**src/rtl/spram_pkg.sv**
```systemverilog
// Shared constants and state type for the SPRAM stream reader.
package spram_pkg;

  localparam int SPRAM_WORDS = 32768;
  localparam int ADDR_W      = $clog2(SPRAM_WORDS);
  localparam int DATA_W      = 32;
  localparam int BANK_BIT    = 14;

  typedef enum logic [1:0] {
    IDLE,
    RUN,
    DRAIN,
    DONE
  } state_e;

endpackage

```
**src/rtl/spram_stream_reader_fifo.sv**
```systemverilog
// Synchronous FIFO between the SPRAM read port and the output stream.
module stream_fifo #(
  parameter int DEPTH = 4,
  parameter int WIDTH = 33
) (
  input  logic                     clk,
  input  logic                     resetn,
  input  logic                     flush,
  input  logic                     push,
  input  logic [WIDTH-1:0]         push_data,
  input  logic                     pop,
  output logic [WIDTH-1:0]         pop_data,
  output logic [$clog2(DEPTH):0]   count,
  output logic                     empty
);

  localparam int PTR_W = $clog2(DEPTH);
  localparam int CNT_W = PTR_W + 1;

  logic [WIDTH-1:0] mem [DEPTH];
  logic [PTR_W-1:0] wr_ptr;
  logic [PTR_W-1:0] rd_ptr;
  logic             full;
  logic             do_push;
  logic             do_pop;

  assign empty    = (count == '0);
  assign full     = (count == CNT_W'(DEPTH));
  assign do_push  = push && !full;
  assign do_pop   = pop && !empty;
  assign pop_data = mem[rd_ptr];

  always_ff @(posedge clk) begin
    if (!resetn || flush) begin
      wr_ptr <= '0;
      rd_ptr <= '0;
      count  <= '0;
    end else begin
      if (do_push) wr_ptr <= wr_ptr + 1'b1;
      if (do_pop)  rd_ptr <= rd_ptr + 1'b1;
      if (do_push && !do_pop)      count <= count + 1'b1;
      else if (!do_push && do_pop) count <= count - 1'b1;
    end
  end

  // NOTE: storage has no reset; the pointers and count alone decide what is valid.
  always_ff @(posedge clk) begin
    if (do_push) mem[wr_ptr] <= push_data;
  end

endmodule

```
**src/rtl/spram_stream_reader.sv**
```systemverilog
// Read engine: fetches a run of SPRAM words through an arbitrated port and
// streams them out on a valid/ready interface.
module spram_stream_reader
  import spram_pkg::*;
#(
  parameter int ADDR_W     = spram_pkg::ADDR_W,
  parameter int LEN_W      = 16,
  parameter int FIFO_DEPTH = 4
) (
  input  logic              clk,
  input  logic              resetn,
  input  logic              start,
  input  logic              abort,
  input  logic [ADDR_W-1:0] base_addr,
  input  logic [LEN_W-1:0]  length,
  output logic              busy,
  output logic              done,
  output logic              ram_req,
  input  logic              ram_gnt,
  output logic              ram_select,
  output logic [3:0]        ram_wen,
  output logic [ADDR_W-1:0] ram_addr,
  input  logic [DATA_W-1:0] ram_rdata,
  output logic              m_valid,
  input  logic              m_ready,
  output logic [DATA_W-1:0] m_data,
  output logic              m_last
);

  localparam int CNT_W = $clog2(FIFO_DEPTH) + 1;

  state_e            state_q;
  state_e            state_d;
  logic [ADDR_W-1:0] addr_q;
  logic [ADDR_W-1:0] hold_q;
  logic [LEN_W-1:0]  remaining_q;
  logic              inflight_q;
  logic              inflight_last_q;
  logic [CNT_W-1:0]  fifo_count;
  logic              fifo_empty;
  logic [DATA_W:0]   fifo_out;
  logic              has_space;
  logic              bubble;
  logic              issue;
  logic              last_issue;
  logic              start_accept;
  logic              pop;

  // In-flight reads are counted against FIFO space so no returning word is dropped.
  assign has_space    = (fifo_count + CNT_W'(inflight_q)) < CNT_W'(FIFO_DEPTH);
  // The data cycle still muxes by the previous bank; a bank change must wait it out.
  assign bubble       = inflight_q && (addr_q[BANK_BIT] != hold_q[BANK_BIT]);
  assign issue        = ram_select;
  assign last_issue   = issue && (remaining_q == LEN_W'(1));
  assign start_accept = (state_q == IDLE) && start && !abort;

  // NOTE: non-blocking assignments so every register samples pre-edge values.
  always_ff @(posedge clk) begin
    if (!resetn) state_q <= IDLE;
    else         state_q <= state_d;
  end

  // NOTE: default first so no path through the block leaves state_d unassigned (no latch).
  always_comb begin
    state_d = state_q;
    if (abort) begin
      state_d = IDLE;
    end else begin
      case (state_q)
        IDLE:    if (start) state_d = (length == '0) ? DONE : RUN;
        RUN:     if (last_issue) state_d = DRAIN;
        DRAIN:   if (!inflight_q && fifo_empty) state_d = DONE;
        DONE:    state_d = IDLE;
        default: state_d = IDLE;
      endcase
    end
  end

  always_comb begin
    busy       = (state_q != IDLE);
    done       = (state_q == DONE);
    ram_req    = (state_q == RUN) && has_space && !bubble;
    ram_select = ram_req && ram_gnt && !abort;
  end

  always_ff @(posedge clk) begin
    if (!resetn) begin
      addr_q          <= '0;
      hold_q          <= '0;
      remaining_q     <= '0;
      inflight_q      <= 1'b0;
      inflight_last_q <= 1'b0;
    end else begin
      inflight_q      <= issue;
      inflight_last_q <= last_issue;
      if (start_accept) begin
        addr_q      <= base_addr;
        remaining_q <= length;
      end else if (issue) begin
        addr_q      <= addr_q + 1'b1;
        remaining_q <= remaining_q - 1'b1;
        hold_q      <= addr_q;
      end
    end
  end

  // Outside issue cycles the port shows the last issued address, keeping its bank.
  assign ram_addr = ram_select ? addr_q : hold_q;
  assign ram_wen  = '0;

  stream_fifo #(
    .DEPTH (FIFO_DEPTH),
    .WIDTH (DATA_W + 1)
  ) u_fifo (
    .clk       (clk),
    .resetn    (resetn),
    .flush     (abort),
    .push      (inflight_q),
    .push_data ({inflight_last_q, ram_rdata}),
    .pop       (pop),
    .pop_data  (fifo_out),
    .count     (fifo_count),
    .empty     (fifo_empty)
  );

  assign m_valid = !fifo_empty;
  assign m_data  = fifo_out[DATA_W-1:0];
  assign m_last  = m_valid && fifo_out[DATA_W];
  assign pop     = m_valid && m_ready;

endmodule

```
**config.mk**
```make
export PLATFORM = sky130hd
export DESIGN_NAME = spram_stream_reader
export DESIGN_NICKNAME = d
export VERILOG_FILES = /design/src/rtl/spram_pkg.sv /design/src/rtl/spram_stream_reader_fifo.sv /design/src/rtl/spram_stream_reader.sv
export SDC_FILE = /design/constraint.sdc
export NUM_CORES = 1
export LEC_CHECK = 0
export ABC_AREA = 1
export CORE_MARGIN = 3
export CORE_UTILIZATION = 46
export DETAILED_ROUTE_END_ITERATION = 16
export PLACE_DENSITY = 0.8
export SYNTH_ARGS = -nofsm -noshare
export SYNTH_HDL_FRONTEND = slang
export SYNTH_SLANG_ARGS = --single-unit
```
**constraint.sdc**
```tcl
create_clock -name clk -period 3.6 [get_ports clk]
set_clock_uncertainty 0.2 [all_clocks]
set_input_delay 0.54 -clock clk [delete_from_list [all_inputs] [get_ports clk]]
set_output_delay 0.54 -clock clk [all_outputs]
set_load 0.005 [all_outputs]
```
==> run metrics <==
Syn. warnings 0; Worst Setup Start Kind register; fin crit share 0.896; cells after synthesis just over 900; slowest CP cell clkdlybuf4s50_1; Via Count approximately 6,700; placed insts between 1,000 and 1,500; Worst VDD drop 367 uV; Sink Count 191; min cycle time layout 3.22 ns; crit-path cells inv_1 -> buf_4 -> o21ai_0 -> a21boi_0 -> clkdlybuf4s50_1; path category of the worst min-delay check register to register; Die ar. 20,300 um^2; Arr. time, crit path 2.48 ns; setup ws final 0.376 ns; Clock Latency Late Sink 0.44 ns; gr usage total 0.188; Leak between 4 and 5 nW; drt drc 0; count of cell types in the netlist 36; CTS HTree Levels 4; CP Data Required Time 2.86 ns; post-synthesis register bit count 191; overall power 0.00485 W; CTS tree done; Num CTS Buffers 17; outcome finished, final reports clean; die outline height 143 um; nets 1,115; setup_tns 0 ns; Detailed Route WL 19,100 um; Setup-failing EPs final 0; max-slew violations 0; initial drt markers 554; # hold bufs at CTS 0; area of placed instances 10,000 um^2; max incr delay on CP about 0.58 ns; pin count of the biggest net entering global routing 67; max_slew headroom 0.551; Post-CTS Resized 0; std cell rows 49; sequential fraction of the synthesis area 0.600; post-DP HPWL 12,800 um; ANT cells 0; most common cell after layout, fill and taps aside nor2_1; maxcap violations 0; first-pass GRT wire length 30,300 um; cell area power density 456 nW/um^2; Yosys top cell by area edfxtp_1; non-filler cells, final 1,274; DR vias/cell approximately 5.2; Post-CTS Setup Bufs 0; port bufs 121; Ports 126; Synth area leaders edfxtp_1 (46%), dfxtp_1 (14%), nor2_1 (7.9%), nand2_1 (6.3%), o21ai_0 (5.1%); most frequent cells in the layout nor2_1 (176), nand2_1 (145), edfxtp_1 (132); Least-Margin Pin Slew 0.673 ns; Die X-Extent between 100 and 150 um; initial antenna violation count 0; Layout Cell Area excl Fill 10,600 um^2; Final GP Congestion roughly 0.88; RSZ-0062 raised after global routing no; average size of a mapped cell between 9 and 10 um^2; CTS Buffer Depth 2; Setup WS pre-CTS 0.409 ns; vias in the first global route 6,339; per-cell routed wire length 15.0 um; CP endpoint kind output port; Starting Density 0.473; Yosys top cell area share 0.462; Root Driver clkbuf_16; Post-DRT Antenna Nets 0; f_max 310 MHz; final hold viol count 0; Core Area 18,100 um^2; Fillers 1,515; worst setup path class register to output port; Worst-path clk slew 0.07 ns; total gr overflow 0; Initial DRT Pass Iterations 5; fraction of layout cells with a size suffix above 1 0.0699; crit-path max FO 66; Synth-to-Final Area Change 23.8%; synthesized area 8580 um^2
worst max-delay path: cells and delay by family (launching register included):
kind | cells | cell delay, ns
buf+inv | 3 | 1.19
flops | 1 | 0.44
compound gates | 2 | 0.41
routing by layer:
| metal | vias up | wire length (um) | GRT usage |
|---|---|---|---|
| met5 | - | 0 | 0 |
| met1 | 3113 | 8030 | 0.231 |
| met4 | 0 | 276 | 0.0665 |
| met3 | 26 | 1090 | 0.0370 |
| met2 | 195 | 9710 | 0.331 |
| li1 | 3319 | - | - |
flip-flops by register name (all words and copies together), names as in the netlist, named ones only:
| signal | count |
|---|---|
| hold_q | 15 |
| addr_q | 15 |
| u_fifo.rd_ptr | 2 |
| inflight_q | 1 |
| u_fifo.mem | 132 |
| inflight_last_q | 1 |
| state_q | 2 |
| u_fifo.count | 3 |
| remaining_q | 16 |
| u_fifo.wr_ptr | 2 |
metrics by stage:
stage,hold WS (ns),util
final,0.269,0.585
after global routing,0.286,0.585
after CTS,0.267,0.585
after detailed placement,0.256,0.551
after global placement,0.253,0.551
after floorplan,0.236,-
synth_stat cells:
library cell and number:
ha_1 13, a21boi_0 2, conb_1 1, nor2_4 1, xor2_1 13, nor2_2 3
inv_2 3, nand2_1 145, a21oi_1 34, clkinv_1 1, o21ai_0 87, buf_2 4
o21ai_2 11, a31oi_1 1, o21ai_1 17, inv_1 73, xnor2_1 1, edfxtp_1 132
fa_1 1, buf_6 2, nand3b_1 1, nor2_1 180, o21bai_1 1, nor3_1 10
o22ai_1 32, nand3_2 2, buf_4 6, dfxtp_1 59, clkbuf_1 29, o21a_1 1
nand2_4 2, nand3_1 37, o31ai_1 1, nor4_1 1, nand4_1 9, buf_1 3
final timing paths:
check | slack [ns] | start | to | cells after the start
setup / recovery | 0.38 | register | m_last | 5
setup reg to reg | 1.18 | state_q[1] | addr_q[7] | 10
hold / removal | 0.27 | remaining_q[1] | remaining_q[1] | 2
hold reg to reg | 0.27 | remaining_q[1] | remaining_q[1] | 2
kinds of logic after synthesis:
kind of cell    after synthesis  synth area share
buf+inv                     121            0.0579
fa+ha+maj                    14            0.0213
simple gates                391             0.186
other cells                   1          0.000437
compound gates              187             0.120
xor+xnor                     14            0.0143
flops                       191             0.600
where the power goes:
group          leakage, nW  total [W]  switching, W  internal, W
sequential            1.67    0.00242     0.0000411      0.00238
combinational         2.08   0.000492      0.000271     0.000221
clock                0.304    0.00193      0.000920      0.00101
total                 4.06    0.00485       0.00123      0.00362
layout make-up:
type                    instances  area, um^2  share of cell area
clock inverters                15         198              0.0186
repair buffers                135        1320               0.124
flip-flops and latches        191        5150               0.484
inverters                      77         289              0.0272
multi-input cells             610        2960               0.279
well taps                     229         287              0.0270
clock buffers                  17         425              0.0400
Power figures use the tool's default switching activity.
==> RTL edit 1, RTL diff (same flow settings) <==
The 4 states of `state_e` get a one-hot encoding in 4 bits.
--- a/src/rtl/spram_pkg.sv
+++ b/src/rtl/spram_pkg.sv
@@ -7,9 +7,9 @@
   localparam int BANK_BIT    = 14;
 
-  typedef enum logic [1:0] {
-    IDLE,
-    RUN,
-    DRAIN,
-    DONE
+  typedef enum logic [3:0] {
+    IDLE  = 4'b0001,
+    RUN   = 4'b0010,
+    DRAIN = 4'b0100,
+    DONE  = 4'b1000
   } state_e;
 
Behaviour: no difference found for any inputs over 4 cycles, from zero or initial values and one cycle with resetn low; so few cycles prove little.
==> RTL edit 1 against the unedited design <==
- sequential cell count is 2 higher
- cell area shrank 0.60%
- worst setup slack got worse by 38 ps
- first-iteration DRC count fell by 27%
- wire length fell by 0.92%
- area after synthesis shrank 0.63%
- core utilization shrank 0.15 points
- power decreased by 5.3%
- critical path depth grew 3
- critical endpoint is now ram_addr[11]
==> RTL edit 1: results (changes against the unedited design) <==
Inserted Clock Buffers 17 (unchanged); status finished, final reports clean; Lkg Pwr 4.184 nW (+3.2%); register area share after synthesis 0.6082 (+0.008481); Cell variety after synth 37 (+2.8%); Synth top cells by count 166 x nor2_1, 160 x nand2_1, 132 x edfxtp_1, 100 x o21ai_0, 87 x inv_1; diode count 0 (unchanged); share of cells above drive strength 1 0.06107 (-0.008788); Total Nets Final 1113 (-0.18%); pre-CTS WS 323.8 ps (-85.72 ps); 1st-iter DRT viols 403 (-27%); initial antenna violation count 1 (+1); total number of vias 6657 (+0.060%); CP max-delay cell dfxtp_1; post-DP HPWL 12.36 mm (-3.3%); peak supply drop 0.3576 mV (-2.6%); fin worst setup slack 338.3 ps (-37.80 ps); clock-pin slew on the worst setup and hold paths 70 ps (about the same); Compound-Gate Fraction of Synth Area 0.1001 (-0.02008); wire per inst 14.82 um (-1.1%); critical path data arrival time 2520 ps (+40 ps); crit-path max FO 44 (-33%); synth top area cells edfxtp_1 46%, dfxtp_1 14%, nor2_1 7.3%; XOR/XNOR Fraction of Synth Area 0.01335 (-0.0009371); Internal Pwr Total 0.003473 W (-4.0%); Post-Synth Adder-Cell Area 0.01409 (-0.007203); vias in the first global route 6394 (+0.87%); worst stage delay on the critical path 460 ps (-120 ps); slew margin rel. 0.5285 (-0.02244); placed cell area 0.009997 mm^2 (about the same); first-pass GRT wire length 30.71 mm (+1.2%); Critical Path Sink ram_addr[11]; GRT Overall Usage 0.1924 (+0.004194)
[RTL edit 1: changes by cell type after synthesis, moves of 10 or more]
cell     change
a21oi_1     -15
nand2_1     +15
nor2_1      -14
o21ai_1     -16
inv_1       +14
o21ai_0     +13
nand3_1     +14
o21ai_2     -10
[RTL edit 1: how the worst min path moves through the flow]
stage | cells after the start | from | end | slack [ps]
2_1_floorplan | 2 | u_fifo.rd_ptr[1]$_SDFFE_PP0P_ | register | 240
3_3_place_gp | 1 | u_fifo.rd_ptr[0]$_SDFFE_PP0P_ | register | 260
3_5_place_dp | 1 | u_fifo.rd_ptr[0]$_SDFFE_PP0P_ | register | 260
4_1_cts | 2 | u_fifo.rd_ptr[1]$_SDFFE_PP0P_ | register | 270
5_1_grt | 1 | u_fifo.rd_ptr[0]$_SDFFE_PP0P_ | register | 310
6_report | 2 | u_fifo.rd_ptr[1]$_SDFFE_PP0P_ | u_fifo.rd_ptr[1]$_SDFFE_PP0P_ | 270
[RTL edit 1: logic make-up (layout without fill, tap and decap cells)]
group,Yosys count,in the layout
compound gates,159,159
simple gates,413,413
buf+inv,130,257
fa+ha+maj,9,9
flops,193,193
other cells,1,4
xor+xnor,13,13
[RTL edit 1: cell type report]
cell class / instances / area (um^2) / area share
sequential: 193 / 5186 / 0.4911
tap: 229 / 286.5 / 0.02713
timing repair buffer: 137 / 1331 / 0.1261
clock inverter: 15 / 138.9 / 0.01315
clock buffer: 17 / 425.4 / 0.04028
inverter: 88 / 330.3 / 0.03128
multi-input combinational: 598 / 2863 / 0.2711
[RTL edit 1: metrics by stage]
step                instances    util
floorplan                 921       -
global placement         1245  0.5528
detailed placement       1245  0.5528
CTS                      1277  0.5840
global route             1277  0.5840
finish                   1277  0.5840
[RTL edit 1: power by group through the flow]
stage	clock network (W)	logic [W]	registers (W)
2_1_floorplan	0	0.000221	0.00246
3_3_place_gp	0	0.000358	0.00247
3_5_place_dp	0	0.000366	0.00247
4_1_cts	0.00183	0.000369	0.00242
5_1_grt	0.00193	0.000421	0.00242
6_report	0.00180	0.000370	0.00242
[RTL edit 1: layer usage]
layer  vias up  GRT usage  part of all wire
met4         2    0.05960             0.012
met3        17    0.05376             0.075
li1       3306          -                 -
met5         -          0           0.00048
met2       228     0.3250              0.49
met1      3104     0.2414              0.42
[RTL edit 1: worst reg2reg max path: stages (launching register included)]
cell     delay [ps]
dfxtp_1         380
nor3_1          460
nor2_1          180
inv_1            90
ha_1            150
inv_1            70
fa_1            370
a21oi_1         140
o21ai_0         110
o21ai_0         170
a21oi_1          50
==> RTL edit 2, RTL diff (same flow settings) <==
Made on the original files. Set the package constant `SPRAM_WORDS` to 65536 (it was 32768).
--- a/src/rtl/spram_pkg.sv
+++ b/src/rtl/spram_pkg.sv
@@ -2,5 +2,5 @@
 package spram_pkg;
 
-  localparam int SPRAM_WORDS = 32768;
+  localparam int SPRAM_WORDS = 65536;
   localparam int ADDR_W      = $clog2(SPRAM_WORDS);
   localparam int DATA_W      = 32;
Interface: changed (resized base_addr and ram_addr); port bits go from 126 to 128. The function was not compared with the original's and may differ.
==> RTL edit 2 against the unedited design <==
- global-route usage up 0.65 points
- power rose by 1.3%
- cell area grew 0.88%
- wire length rose by 2.2%
- worst setup slack worse by 2.8 ps
- register-to-register slack got worse by 40 ps
- critical path depth increased by 3
- sequential cell count rose by 2
- area after synthesis increased by 0.20%
- critical endpoint is now ram_addr[6]
==> RTL edit 2: results (changes against the unedited design) <==
status finished, final reports clean; vias in the first global route 6440 (+1.6%); clock-pin slew on the worst setup and hold paths roughly 80 ps; crit-path max FO 10 (-85%); M1 wire length 8.425 mm (+4.9%); clk_lat worst skew 420 ps (-20 ps); routed length on met2 9.400 mm (-3.2%); first-pass GRT wire length 31.56 mm (+4.0%); diode count 0 (unchanged); Net Sw Power 0.001247 W (+1.3%); share of cells above drive strength 1 0.07040 (+0.0005389); Routed met3 length 1.398 mm (+29%); 1st-iter DRT viols 405 (-27%); met3 usage in global routing 0.04722 (+0.01026); met1 Use GR 0.2496 (+0.01900); DR top layer met5; synth top area cells edfxtp_1 46%, dfxtp_1 14%, nor2_1 7.7%; Post-CTS Resized 0 (unchanged); post-DP HPWL 13.04 mm (+2.1%); Lkg Pwr 3.963 nW (-2.3%); R2R Setup Slk 1140 ps (-40 ps); Cell variety after synth 38 (+5.6%); Synth top cells by count 176 x nor2_1, 132 x edfxtp_1, 130 x nand2_1, 109 x o21ai_0, 61 x dfxtp_1; Inst Count DP 1234 (-0.64%); placed cell area 0.01008 mm^2 (+0.79%); R2R Path End u_fifo.count[2]$_SDFFE_PP0P_; Final Wtd Congestion 0.8667 (-1.4%); peak supply drop 0.3410 mV (-7.1%); Reg2Reg Depth 11 (+1); Critical Path Sink ram_addr[6]; PortBufs 123 (+1.7%); Compound-Gate Fraction of Synth Area 0.1246 (+0.004412); DR vias/cell 5.298 (+1.4%); hold path endpoint hold_q[15]$_SDFFE_PN0N_; hold path startpoint hold_q[15]$_SDFFE_PN0N_; XOR/XNOR Fraction of Synth Area 0.01528 (+0.0009897); post-route minimum period 3227 ps (+2.767 ps); Detailed Route WL 19.52 mm (+2.2%); worst stage delay on the critical path 540 ps (-40 ps); met2 usage 0.3249 (-0.006429); final hold slack 250.0 ps (-18.98 ps); slew margin rel. 0.5806 (+0.02968); Post-Synth Adder-Cell Area 0.02125 (-0.00004338); Finished Layout Cells 1266 (-0.63%); register area share after synthesis 0.6031 (+0.003435); Total Nets Final 1108 (-0.63%); CP max-delay cell clkdlybuf4s50_1; worst r2r src u_fifo.count[1]$_SDFFE_PP0P_; GRT Overall Usage 0.1947 (+0.006488); initial antenna violation count 1 (+1); pre-CTS WS 446.1 ps (+36.63 ps); syn_area_per_cell 9.478 um^2 (+1.5%)
RTL edit 2: final cells by class:
cell class | count | area, um^2
Inverter | 63 | 236.5
Fill cell | 1538 | 7428
Sequential cell | 193 | 5186
Multi-Input combinational cell | 610 | 3008
Tap cell | 229 | 286.5
Timing Repair Buffer | 139 | 1364
Clock buffer | 17 | 425.4
Clock inverter | 15 | 212.7
RTL edit 2: power by group through the flow:
stage	logic, W	clock network, W	registers (W)
after CTS	0.000493	0.00201	0.00245
after global placement	0.000481	0	0.00250
after floorplan	0.000295	0	0.00249
after detailed placement	0.000490	0	0.00250
final	0.000493	0.00197	0.00245
after global routing	0.000556	0.00212	0.00246
RTL edit 2: worst max-delay path: cells and delay by family (launching register included):
family                   cells  cell delay [ps]
AND/OR/NAND/NOR              3              230
AO/OA/AOI/OAI                1              290
buffers and inverters        3              950
flip-flops                   1              390
adder cells (fa/ha/maj)      1              200
